## config.mk

```make
export PLATFORM = sky130hd
export DESIGN_NAME = vertex_fetch_sequencer
export DESIGN_NICKNAME = d
export VERILOG_FILES = /design/src/rtl/vfs_pkg.sv /design/src/rtl/vfs_out_reg.sv /design/src/rtl/vertex_fetch_sequencer.sv
export SDC_FILE = /design/constraint.sdc
export NUM_CORES = 1
export LEC_CHECK = 0
export BUFFER_PORTS_ARGS = -buffer_cell sky130_fd_sc_hd__buf_4
export CAP_MARGIN = 20
export CORE_AREA = 4 4 266 268
export DETAILED_ROUTE_END_ITERATION = 8
export DIE_AREA = 0 0 270 272
export GPL_ROUTABILITY_DRIVEN = 0
export PLACE_DENSITY = 0.51
export SYNTH_ARGS = -nofsm -noshare
export SYNTH_HDL_FRONTEND = slang
export SYNTH_SLANG_ARGS = --single-unit
```

## constraint.sdc

```tcl
create_clock -name clk -period 2.98 [get_ports clk]
set_input_delay 0.596 -clock clk [delete_from_list [all_inputs] [get_ports clk]]
set_output_delay 0.596 -clock clk [all_outputs]
set_load 0.03 [all_outputs]
```

## src/rtl/vfs_pkg.sv

```systemverilog
// Shared types for the vertex fetch sequencer: FSM state encoding
// and the vertex payload width helper.
package vfs_pkg;

    typedef enum logic [2:0] {
        IDLE,
        ZERO,
        ISSUE,
        WAIT,
        OUT
    } vfs_state_t;

    function automatic int vtx_width(input int attr_w, input int attrs);
        return attr_w * attrs;
    endfunction

endpackage

```

## src/rtl/vfs_out_reg.sv

```systemverilog
// Output holding register: captures a fetched vertex and holds
// data, index and last stable until the downstream handshake.
module vfs_out_reg #(
    parameter int VTX_W     = 256,
    parameter int IDX_WIDTH = 16
) (
    input  logic                 clk,
    input  logic                 rst_n,
    input  logic                 load,
    input  logic                 flush,
    input  logic [VTX_W-1:0]     load_data,
    input  logic [IDX_WIDTH-1:0] load_index,
    input  logic                 load_last,
    input  logic                 ready,
    output logic                 valid,
    output logic [VTX_W-1:0]     data,
    output logic [IDX_WIDTH-1:0] index,
    output logic                 last,
    output logic                 fire
);

    assign fire = valid & ready;

    always_ff @(posedge clk or negedge rst_n) begin
        if (!rst_n) begin
            valid <= 1'b0;
            data  <= '0;
            index <= '0;
            last  <= 1'b0;
        end else if (load) begin
            valid <= 1'b1;
            data  <= load_data;
            index <= load_index;
            last  <= load_last;
        end else if (fire || flush) begin
            valid <= 1'b0;
        end
    end

endmodule

```

## src/rtl/vertex_fetch_sequencer.sv

```systemverilog
// Draw-call sequencer feeding the single-vertex fetch unit.
// Optional VFS_STALL_CNT_EN adds an output back-pressure cycle counter.
module vertex_fetch_sequencer
    import vfs_pkg::*;
#(
    parameter int ATTR_WIDTH       = 32,
    parameter int ATTRS_PER_VERTEX = 8,
    parameter int ADDR_WIDTH       = 32,
    parameter int IDX_WIDTH        = 16,
    parameter int CNT_WIDTH        = 16
) (
    input  logic                                   clk,
    input  logic                                   rst_n,
    input  logic                                   i_cmd_valid,
    output logic                                   o_cmd_ready,
    input  logic [ADDR_WIDTH-1:0]                  i_cmd_base,
    input  logic [IDX_WIDTH-1:0]                   i_cmd_first,
    input  logic [CNT_WIDTH-1:0]                   i_cmd_count,
    input  logic                                   i_abort,
    output logic                                   o_fetch_start,
    output logic [ADDR_WIDTH-1:0]                  o_fetch_base,
    output logic [IDX_WIDTH-1:0]                   o_fetch_index,
    input  logic                                   i_fetch_done,
    input  logic [ATTR_WIDTH*ATTRS_PER_VERTEX-1:0] i_fetch_data,
    output logic                                   o_vtx_valid,
    input  logic                                   i_vtx_ready,
    output logic [ATTR_WIDTH*ATTRS_PER_VERTEX-1:0] o_vtx_data,
    output logic [IDX_WIDTH-1:0]                   o_vtx_index,
    output logic                                   o_vtx_last,
    output logic                                   o_busy,
    output logic                                   o_draw_done,
    output logic [31:0]                            o_stall_cycles
);

    localparam int VTX_W = vtx_width(ATTR_WIDTH, ATTRS_PER_VERTEX);

    vfs_state_t           state;
    logic [ADDR_WIDTH-1:0] base;
    logic [IDX_WIDTH-1:0]  cur_idx;
    logic [CNT_WIDTH-1:0]  remaining;
    logic                  aborted;
    logic                  start_q;
    logic                  cmd_fire;
    logic                  load;
    logic                  flush;
    logic                  fire;

    assign cmd_fire = i_cmd_valid & o_cmd_ready;
    // A fetch abandoned by abort is still consumed but never presented
    assign load  = (state == WAIT) & i_fetch_done & ~aborted & ~i_abort;
    assign flush = (state == OUT) & i_abort;

    assign o_cmd_ready   = (state == IDLE);
    assign o_busy        = (state != IDLE);
    assign o_fetch_start = start_q;
    assign o_fetch_base  = base;
    assign o_fetch_index = cur_idx;
    assign o_draw_done   = (state == ZERO) |
                           ((state == OUT) & fire & o_vtx_last & ~i_abort);

    always_ff @(posedge clk or negedge rst_n) begin
        if (!rst_n) begin
            state     <= IDLE;
            base      <= '0;
            cur_idx   <= '0;
            remaining <= '0;
            aborted   <= 1'b0;
            start_q   <= 1'b0;
        end else begin
            start_q <= 1'b0;
            unique case (state)
                IDLE: begin
                    if (cmd_fire) begin
                        base      <= i_cmd_base;
                        cur_idx   <= i_cmd_first;
                        remaining <= i_cmd_count;
                        aborted   <= 1'b0;
                        if (i_cmd_count == '0) begin
                            state <= ZERO;
                        end else begin
                            state   <= ISSUE;
                            start_q <= 1'b1;
                        end
                    end
                end
                ZERO: state <= IDLE;
                ISSUE: begin
                    state <= WAIT;
                    if (i_abort) aborted <= 1'b1;
                end
                WAIT: begin
                    if (i_abort) aborted <= 1'b1;
                    if (i_fetch_done) begin
                        state <= (aborted | i_abort) ? IDLE : OUT;
                    end
                end
                OUT: begin
                    if (fire) begin
                        remaining <= remaining - CNT_WIDTH'(1);
                        cur_idx   <= cur_idx + IDX_WIDTH'(1);
                    end
                    if (i_abort || (fire && o_vtx_last)) begin
                        state <= IDLE;
                    end else if (fire) begin
                        state   <= ISSUE;
                        start_q <= 1'b1;
                    end
                end
                default: state <= IDLE;
            endcase
        end
    end

    vfs_out_reg #(
        .VTX_W     (VTX_W),
        .IDX_WIDTH (IDX_WIDTH)
    ) u_out_reg (
        .clk        (clk),
        .rst_n      (rst_n),
        .load       (load),
        .flush      (flush),
        .load_data  (i_fetch_data),
        .load_index (cur_idx),
        .load_last  (remaining == CNT_WIDTH'(1)),
        .ready      (i_vtx_ready),
        .valid      (o_vtx_valid),
        .data       (o_vtx_data),
        .index      (o_vtx_index),
        .last       (o_vtx_last),
        .fire       (fire)
    );

`ifdef VFS_STALL_CNT_EN
    logic [31:0] stall_cnt;

    always_ff @(posedge clk or negedge rst_n) begin
        if (!rst_n) begin
            stall_cnt <= '0;
        end else if (cmd_fire) begin
            stall_cnt <= '0;
        end else if (o_vtx_valid && !i_vtx_ready && !(&stall_cnt)) begin
            stall_cnt <= stall_cnt + 32'd1;
        end
    end

    assign o_stall_cycles = stall_cnt;
`else
    assign o_stall_cycles = 32'd0;
`endif

endmodule

```

==> results of run 1 <==
[sequential cells by signal (all words and copies together) (netlist names), 3 cells and up]
signal,flops
o_fetch_index,16
u_out_reg.data,256
u_out_reg.index,16
o_fetch_base,32
remaining,16
state,3
[power groups by stage]
stage	Combinational, W	Sequential (W)	Clock (W)
after floorplan	0.00262	0.0120	0
after global placement	0.0112	0.00822	0
after detailed placement	0.0114	0.00828	0
after CTS	0.0114	0.00822	0.00542
after global routing	0.0118	0.00852	0.00561
final	0.0112	0.00819	0.00518
[per-stage QoR]
stage | instances | hold WS, ps | utilization (%) | area (sq um)
floorplan | 1002 | 300.4 | - | 14220
global placement | 2472 | 474.4 | 29.00 | 19820
detailed placement | 2472 | 481.9 | 29.00 | 19820
CTS | 2546 | 19.32 | 31.07 | 21230
global route | 2546 | 47.43 | 31.07 | 21230
finish | 2546 | 40.47 | 31.07 | 21230
[cell usage in the layout (no fill, tap or decap), types with 9 or more instances in the layout]
master and count:
mux2_1 212, buf_4 666, nand4_1 9, clkbuf_8 12, mux2_2 90, a21oi_1 31
inv_1 9, conb_1 32, clkbuf_16 43, nand3_1 17, nand2_1 27, o21ai_0 26
dfrtp_1 343, nor2_1 20, a2bb2oi_1 9, o22ai_1 11
[critical path, delay by kind of cell, from the launching register on]
kind	cells	cell delay, ps
AND/OR/NAND/NOR	2	400
AO/OA/AOI/OAI	1	70
buffers and inverters	2	350
flip-flops	1	600
[Yosys cell counts, types with 9 or more instances]
| cell type | count |
|---|---|
| a21oi_1 | 31 |
| a2bb2oi_1 | 9 |
| buf_2 | 17 |
| buf_4 | 37 |
| buf_6 | 25 |
| dfrtp_1 | 343 |
| inv_1 | 9 |
| mux2_1 | 212 |
| mux2_2 | 90 |
| nand2_1 | 27 |
| nand3_1 | 17 |
| nand4_1 | 9 |
| nor2_1 | 20 |
| o21ai_0 | 26 |
| o22ai_1 | 11 |
[path summary, 6_finish.rpt]
path / from / endpoint / slack [ps] / depth (start not counted)
max in group asynchronous: rst_n / remaining[0] / 2160 / 2
min in group clk: i_fetch_data[33] / u_out_reg.data[33] / 250 / 2
worst min-delay path: rst_n / u_out_reg.data[86] / 40 / 1
worst max register to register: state[2] / u_out_reg.data[244] / 650 / 4
worst max-delay path: state[2] / o_draw_done / 420 / 5
worst min register to register: u_out_reg.index[2] / u_out_reg.index[2] / 480 / 2
[final cells by class]
class	count	area share, %
clock buffers	63	5.987
clock inverters	11	0.6718
inverters	9	0.1591
multi-input cells	564	23.28
flip-flops and latches	343	40.43
well taps	882	5.198
repair buffers	674	24.28
[metal layers]
metal	vias up	wire, um
li1	4780	-
met1	5079	17650
met2	413	24410
met3	70	4145
met4	0	1286
met5	-	0
[logic make-up (layout without fill, tap and decap cells)]
kind of cell	Yosys count	after routing	share of synthesized area, %
flip-flops	343	343	60.84
multiplexers	303	303	24.18
AO/OA/AOI/OAI	114	114	5.135
AND/OR/NAND/NOR	112	112	4.559
buffers and inverters	95	757	4.993
adder cells (fa/ha/maj)	3	3	0.2661
other	1	32	0.02658
==> flow_summary.json, run 1 <==
{
  "use_met1_pct": 13.91,
  "start_util_pct": 20.64,
  "insertedDiodeCount": 0,
  "power_frac_seq_pct": 33.4,
  "pin_count": 684,
  "drv_slew": 0,
  "hold_buffers": 0,
  "yosys.area.top_type_share_pct": 60.84,
  "grt_pass1_wl_um": 70830,
  "drive_gt1_share_pct": 50.42,
  "max_stage_delay_ps": 600,
  "synth_cell_types": 60,
  "clkPwrFrac_pct": 21.1,
  "antenna_left": 0,
  "hold_path_class": "input pin to asynchronous set/reset pin",
  "endpoint_kind": "output pin",
  "power_switching_w": 0.01023,
  "synth_edf_count": 0,
  "dp_hpwl_um": 36450,
  "busiest_layer": "met2",
  "wl_per_cell_um": 18.65,
  "cp.required_ps": 2380,
  "multi_input_comb_area_sq_um": 4942,
  "ctsRootBufferMaster": "clkbuf_16",
  "drt-initial-drc-count": 449,
  "antenna_found_initial": 0,
  "worst_slack_ps": 421.6,
  "finalHoldViolCount": 0,
  "fin_nets": 1963,
  "portBuffers": 651,
  "status": "finished, final reports clean",
  "synthCells": 971,
  "async_flop_share_pct": 100.0,
  "clk_pin_slew_worst_paths_ps": 60,
  "vias": 10340,
  "drt_wl_total_um": 47490,
  "grt_max_degree": 151,
  "cp_max_fo": 12,
  "cts_sinks": 343,
  "via_per_inst": 4.062,
  "netlist_area_sq_um": 14110,
  "powerDensity_nw_per_um2": 1156,
  "rsz0062_at_grt": "no",
  "max_slew.worst_pin.slew_ps": 999.4,
  "crit_type": "flop to output pin",
  "syn_area_per_cell_sq_um": 14.53,
  "power_w": 0.02455,
  "numCtsBuffers": 42,
  "row_count": 96,
  "drt_first_pass_iters": 4,
  "clockBufferDepth": 3,
  "ys_warn_count": 0,
  "die_area_sq_um": 73440,
  "grtUsageMet3_pct": 4.563,
  "synth_top_area_cell": "dfrtp_1",
  "met2_usage_pct": 21.77,
  "seq_area_sq_um": 8583,
  "post-route-drc-count": 0,
  "p_int_w": 0.01432,
  "ys.flop_type": "dfrtp_1",
  "p_sw_share_pct": 41.68,
  "seq_area_frac_synth_pct": 60.84,
  "insertion_delay_ps": 560,
  "fill_cells": 6946,
  "fin_crit_ps": 2558,
  "overflow": 0,
  "tritoncts": "built",
  "ir_drop_v": 0.0006925,
  "postCtsResizedCells": 0,
  "grt_use_total_pct": 12.33,
  "arrival_ps": 1960,
  "ys_ff_latch": 343,
  "crit_path_start_kind": "flop",
  "post-cts-setup-buffer-count": 0,
  "cp_cell_sequence": "inv_1, nor4_1, a21oi_1, nor2_1, buf_4",
  "tns_ps": 0,
  "setup_viol": 0,
  "max_clock_freq_mhz": 390.9,
  "dieHeight_um": 272,
  "cp_slowest_cell": "dfrtp_1",
  "slew_headroom_pct": 33.37,
  "core_sq_um": 68350,
  "finClkSkew_ps": 20.20,
  "power_frac_comb_pct": 45.6,
  "syn_to_final_growth_pct": 50.50,
  "synth_area_leaders": "dfrtp_1 61%, mux2_1 17%, mux2_2 7.2%, buf_6 2.0%, buf_4 2.0%",
  "cts_max_level": 2,
  "p_leak_nw": 10.44,
  "min_period_over_period_pct": 85.85,
  "grt_pass1_vias": 11070,
  "place_ws_ps": 714.8,
  "die_x_um": 270,
  "drv_cap": 0
}
(Power assumes the default switching activity.)
==> inputs of run 2 (changes only) <==
clock period = 2.9 ns   (was 2.98 ns; I/O delays follow)
==> run 2 against run 1 <==
Against the previous run: routed wire length rose by 1.1%; critical path type unchanged; clock-buffer cell count fell by 5; final cell count rose by 0.47%.
==> flow_summary.json, run 2 (same netlist as run 1, synthesis figures left out) <==
{
  "status": "finished, final reports clean",
  "row_count": 96,
  "portBuffers": 651,
  "ir_drop_v": 0.0005128,
  "pin_count": 684,
  "syn_to_final_growth_pct": 51.02,
  "drt-initial-drc-count": 441,
  "final_area_sq_um": 21300,
  "hold_path_class": "input pin to asynchronous set/reset pin",
  "drv_slew": 0,
  "grt_pass1_vias": 10800,
  "p_leak_nw": 10.49,
  "max_clock_freq_mhz": 395.7,
  "largest_reg_flops": 256,
  "setup_viol": 0,
  "start_util_pct": 20.64,
  "cp_cell_sequence": "inv_1, nor4_1, a21oi_1, nor2_1, buf_4",
  "arrival_ps": 1950,
  "slew_headroom_pct": 53.13,
  "numCtsBuffers": 40,
  "final_cell_mix": "675 x buf_4, 343 x dfrtp_1, 212 x mux2_1, 90 x mux2_2, 41 x clkbuf_16",
  "vias": 10490,
  "cts_max_level": 2,
  "ctsRootBufferMaster": "clkbuf_16",
  "drt_first_pass_iters": 5,
  "tns_ps": 0,
  "cp_max_fo": 12,
  "cp_slowest_cell": "dfrtp_1",
  "endpoint_kind": "output pin",
  "drive_gt1_share_pct": 50.72,
  "dpl_cell_area_sq_um": 19970,
  "post-cts-setup-buffer-count": 0,
  "cp.required_ps": 2320,
  "postCtsResizedCells": 0,
  "tritoncts": "built",
  "crit_type": "flop to output pin",
  "finClkSkew_ps": 17.05,
  "wl_per_cell_um": 18.77,
  "dieHeight_um": 272,
  "antenna_found_initial": 2,
  "r2r_setup_slack_ps": 770,
  "finalHoldViolCount": 0,
  "rsz0062_at_grt": "no",
  "max_slew.worst_pin.slew_ps": 702.4,
  "die_x_um": 270,
  "min_period_over_period_pct": 87.15,
  "grt_pass1_wl_um": 70760,
  "via_per_inst": 4.099,
  "final_common_cell": "buf_4",
  "cp.buffers_inverters": 2,
  "core_sq_um": 68350,
  "hold_buffers": 0,
  "antenna_left": 0,
  "max_stage_delay_ps": 570,
  "fin_nets": 1974,
  "drt_wl_total_um": 48010,
  "clk_pin_slew_worst_paths_ps": 60,
  "grt_max_degree": 74,
  "crit_path_start_kind": "flop",
  "powerDensity_nw_per_um2": 1178,
  "die_area_sq_um": 73440,
  "dp_hpwl_um": 37670,
  "insertion_delay_ps": 550,
  "regMostFlops": "u_out_reg.data",
  "grt_use_total_pct": 12.38,
  "clockBufferDepth": 3,
  "cts_sinks": 343,
  "drv_cap": 0,
  "fin_crit_ps": 2527,
  "critPathTopFamily": "flip-flops",
  "post-route-drc-count": 0,
  "overflow": 0
}
==> run 2: final timing paths <==
check                                       to                from  cells after the start
max                                o_draw_done            state[2]                      5
min                         u_out_reg.data[41]               rst_n                      1
max in group asynchronous   u_out_reg.data[98]               rst_n                      2
min reg2reg                 u_out_reg.index[2]  u_out_reg.index[2]                      2
max reg2reg                       remaining[8]            state[2]                      5
min in group clk           u_out_reg.data[153]   i_fetch_data[153]                      2
==> run 2: per-layer routing <==
metal / part of all wire, % / wire length, um / vias up / global-route usage (%)
met3: 8.4 / 4039 / 62 / 4.334
met4: 2.2 / 1034 / 0 / 3.347
met1: 37 / 17810 / 5184 / 13.92
li1: - / - / 4805 / -
met2: 52 / 25120 / 434 / 22.30
met5: 0 / 0 / - / 0
==> run 2: report_power, final <==
| part | internal [W] | switching (W) | total [W] | leakage (nW) |
|---|---|---|---|---|
| Sequential | 0.00697 | 0.00147 | 0.00844 | 4.29 |
| Clock | 0.00309 | 0.00204 | 0.00513 | 0.659 |
| Combinational | 0.00454 | 0.00697 | 0.0115 | 5.54 |
| Total | 0.0146 | 0.0105 | 0.0251 | 10.5 |
==> run 2: worst register-to-register path, stage by stage, from the launching register on <==
cell       delay, ps
dfrtp_1          570
nor3b_4          680
buf_4            340
nand3_1          160
o22ai_1          180
a2bb2oi_1         80
==> run 2: area by class of cell <==
cell class / count / area, sq um
clock inverter: 13 / 153.9
antenna: 2 / 5.005
timing repair buffer: 687 / 5303
clock buffer: 58 / 1180
tap: 882 / 1104
multi-input combinational: 564 / 4942
fill: 6920 / 47040
sequential: 343 / 8583
inverter: 9 / 33.78
==> run 2: metrics by stage <==
stage                     utilization [%]  std cells  setup slack (ps)  hold slack [ps]  power, W
after CTS                           31.16       2556             261.7            30.87   0.02554
final                               31.17       2558             372.8            31.75   0.02509
after global placement              29.21       2485             769.8            475.4   0.02007
after global routing                31.17       2558             156.5            53.70   0.02645
after floorplan                         -       1002             633.4            284.4   0.01499
after detailed placement            29.21       2485             742.1            482.1   0.02023
==> inputs of run 3 (changes only) <==
CORE_AREA = 4 4 265 267   (was 4 4 266 268)
DIE_AREA = 0 0 269 271   (was 0 0 270 272)
SYNTH_HIERARCHICAL = 1   (was unset)
==> run 3 against run 2 <==
Against the previous run: via count increased by 3.2%; setup slack improved by 43 ps; worst hold slack improved by 42 ps; die area decreased by 0.74%; critical path depth increased by 1; sequential power increased by 3.2%; register-to-register slack got worse by 350 ps; sequential share of layout area decreased by 0.18 points; clock skew increased by 2.6 ps; maximum frequency increased by 1.7%; first-iteration DRC count increased by 4.1%; combinational power increased by 8%; largest power group unchanged.
==> flow_summary.json, run 3 <==
{
  "fin_cells": 2629,
  "hold_buffers": 0,
  "syn_to_final_growth_pct": 52.28,
  "postCtsResizedCells": 0,
  "synth_top_area_cell": "dfrtp_1",
  "drt_wl_total_um": 48690,
  "drive_gt1_share_pct": 59.70,
  "fin_crit_ps": 2484,
  "row_count": 96,
  "insertedDiodeCount": 0,
  "largest_reg_flops": 256,
  "synth_cell_types": 55,
  "min_period_over_period_pct": 85.65,
  "dpl_cell_area_sq_um": 20030,
  "grt_pass1_vias": 11520,
  "post-cts-setup-buffer-count": 0,
  "cp.required_ps": 3330,
  "antenna_left": 0,
  "wl_per_cell_um": 18.52,
  "cp_slowest_cell": "dfrtp_1",
  "ctsRootBufferMaster": "clkbuf_16",
  "grt_pass1_wl_um": 70710,
  "core_sq_um": 68110,
  "synth_area_leaders": "dfrtp_1 61%, mux2_2 22%, nand2_1 3.3%, buf_6 2.3%, buf_4 1.7%",
  "rr_endpoint": "u_out_reg/data[108]",
  "syn_area_per_cell_sq_um": 13.57,
  "fin_nets": 2046,
  "ys_warn_count": 6,
  "clockBufferDepth": 3,
  "max_clock_freq_mhz": 402.6,
  "insertion_delay_ps": 560,
  "crit_path_start_kind": "flop",
  "drt-initial-drc-count": 459,
  "max_slew.worst_pin.slew_ps": 758.1,
  "r2r_setup_slack_ps": 420,
  "max_stage_delay_ps": 470,
  "die_area_sq_um": 72900,
  "finalHoldViolCount": 0,
  "crit_type": "flop to flop",
  "place_ws_ps": 416.6,
  "dp_hpwl_um": 37710,
  "synth_common_cells": "343 x dfrtp_1, 273 x mux2_2, 124 x nand2_1",
  "async_flop_share_pct": 100.0,
  "grt_use_total_pct": 12.50,
  "final_area_sq_um": 21400,
  "antenna_found_initial": 2,
  "hold_path_class": "input pin to asynchronous set/reset pin",
  "overflow": 0,
  "drv_slew": 0,
  "tritoncts": "built",
  "worst_slack_ps": 416.0,
  "finClkSkew_ps": 19.69,
  "drv_cap": 0,
  "tns_ps": 0,
  "ir_drop_v": 0.0006716,
  "post-route-drc-count": 0,
  "cts_sinks": 343,
  "ys_ff_latch": 343,
  "yosys.area.top_type_share_pct": 61.08,
  "synthCells": 1036,
  "slew_headroom_pct": 49.24,
  "grt_max_degree": 78,
  "synth_edf_count": 0,
  "placed_cells": 2556,
  "via_per_inst": 4.117,
  "ys.flop_type": "dfrtp_1",
  "final_cell_mix": "680 x buf_4, 343 x dfrtp_1, 273 x mux2_2, 124 x nand2_1, 41 x clkbuf_16",
  "start_util_pct": 20.63,
  "die_x_um": 269,
  "p_leak_nw": 10.42,
  "powerDensity_nw_per_um2": 1230,
  "cts_max_level": 2,
  "vias": 10820,
  "status": "finished, final reports clean",
  "drt_first_pass_iters": 4,
  "dieHeight_um": 271,
  "yosysMostFrequentCell": "dfrtp_1",
  "numCtsBuffers": 41,
  "setup_viol": 0,
  "arrival_ps": 2910,
  "r2r-start": "state[2]",
  "regMostFlops": "u_out_reg/data",
  "reg2reg_depth": 6,
  "cp_max_fo": 47,
  "fill_cells": 6920,
  "final_common_cell": "buf_4",
  "cp_cell_sequence": "nor2b_1, nand2_1, nor4b_2, buf_12, buf_4, mux2_2",
  "portBuffers": 651,
  "rsz0062_at_grt": "no",
  "pin_count": 684,
  "netlist_area_sq_um": 14050,
  "seq_area_frac_synth_pct": 61.08,
  "clk_pin_slew_worst_paths_ps": 60,
  "endpoint_kind": "flop"
}
==> run 3: final cells by class <==
class	count	area, sq um	share of cell area, %
flip-flops and latches	343	8583	40.11
repair buffers	696	5420	25.33
multi-input cells	627	4892	22.86
clock buffers	59	1194	5.578
well taps	882	1104	5.157
clock inverters	14	177.7	0.8302
inverters	8	30.03	0.1403
==> run 3: worst max path at each step <==
stage                    start                   to  depth (start not counted)
2_1_floorplan         state[1]    u_out_reg/data[0]                          7
3_3_place_gp          state[2]   u_out_reg/data[37]                          7
3_5_place_dp          state[2]  u_out_reg/data[192]                          7
4_1_cts        u_out_reg/valid          o_draw_done                          6
5_1_grt               state[2]  u_out_reg/data[103]                          6
6_report              state[2]  u_out_reg/data[108]                          6
==> run 3: worst max-delay path: cells and delay by family, from the launching register on <==
family / cells / cell delay, ps
buf+inv: 2 / 590
flops: 1 / 470
mux: 1 / 360
simple gates: 3 / 860
==> run 3: per-stage QoR <==
step	hold WS (ps)	total power, W	util [%]
6_report	73.49	0.02632	31.42
5_1_grt	91.28	0.02778	31.42
4_1_cts	68.55	0.02678	31.42
3_5_place_dp	463.6	0.02133	29.41
3_3_place_gp	460.3	0.02117	29.41
2_1_floorplan	284.4	0.01575	-
==> run 3: power by group <==
part           internal, W  leakage [nW]  switching (W)
combinational      0.00498          5.46        0.00739
sequential         0.00714          4.28        0.00157
clock              0.00314         0.675        0.00211
==> run 3: routing by layer <==
layer | vias to the layer above | part of all wire (%) | GRT usage, % | wire, um
met2 | 497 | 49 | 21.59 | 23760
met1 | 5281 | 37 | 13.84 | 17990
met3 | 81 | 11 | 5.420 | 5523
li1 | 4960 | - | - | -
met4 | 4 | 2.8 | 3.935 | 1384
met5 | - | 0.055 | 0 | 27
==> run 3: kinds of logic (layout without fill, tap and decap cells) <==
| family | Yosys count | after routing | synth area share [%] |
|---|---|---|---|
| AOI/OAI and AO/OA | 103 | 103 | 4.478 |
| adders and majority gates | 3 | 3 | 0.2671 |
| buffers and inverters | 97 | 777 | 5.066 |
| DFF | 343 | 343 | 61.08 |
| muxes | 276 | 276 | 22.09 |
| other | 1 | 32 | 0.02668 |
| and+or+nand+nor | 213 | 213 | 6.998 |
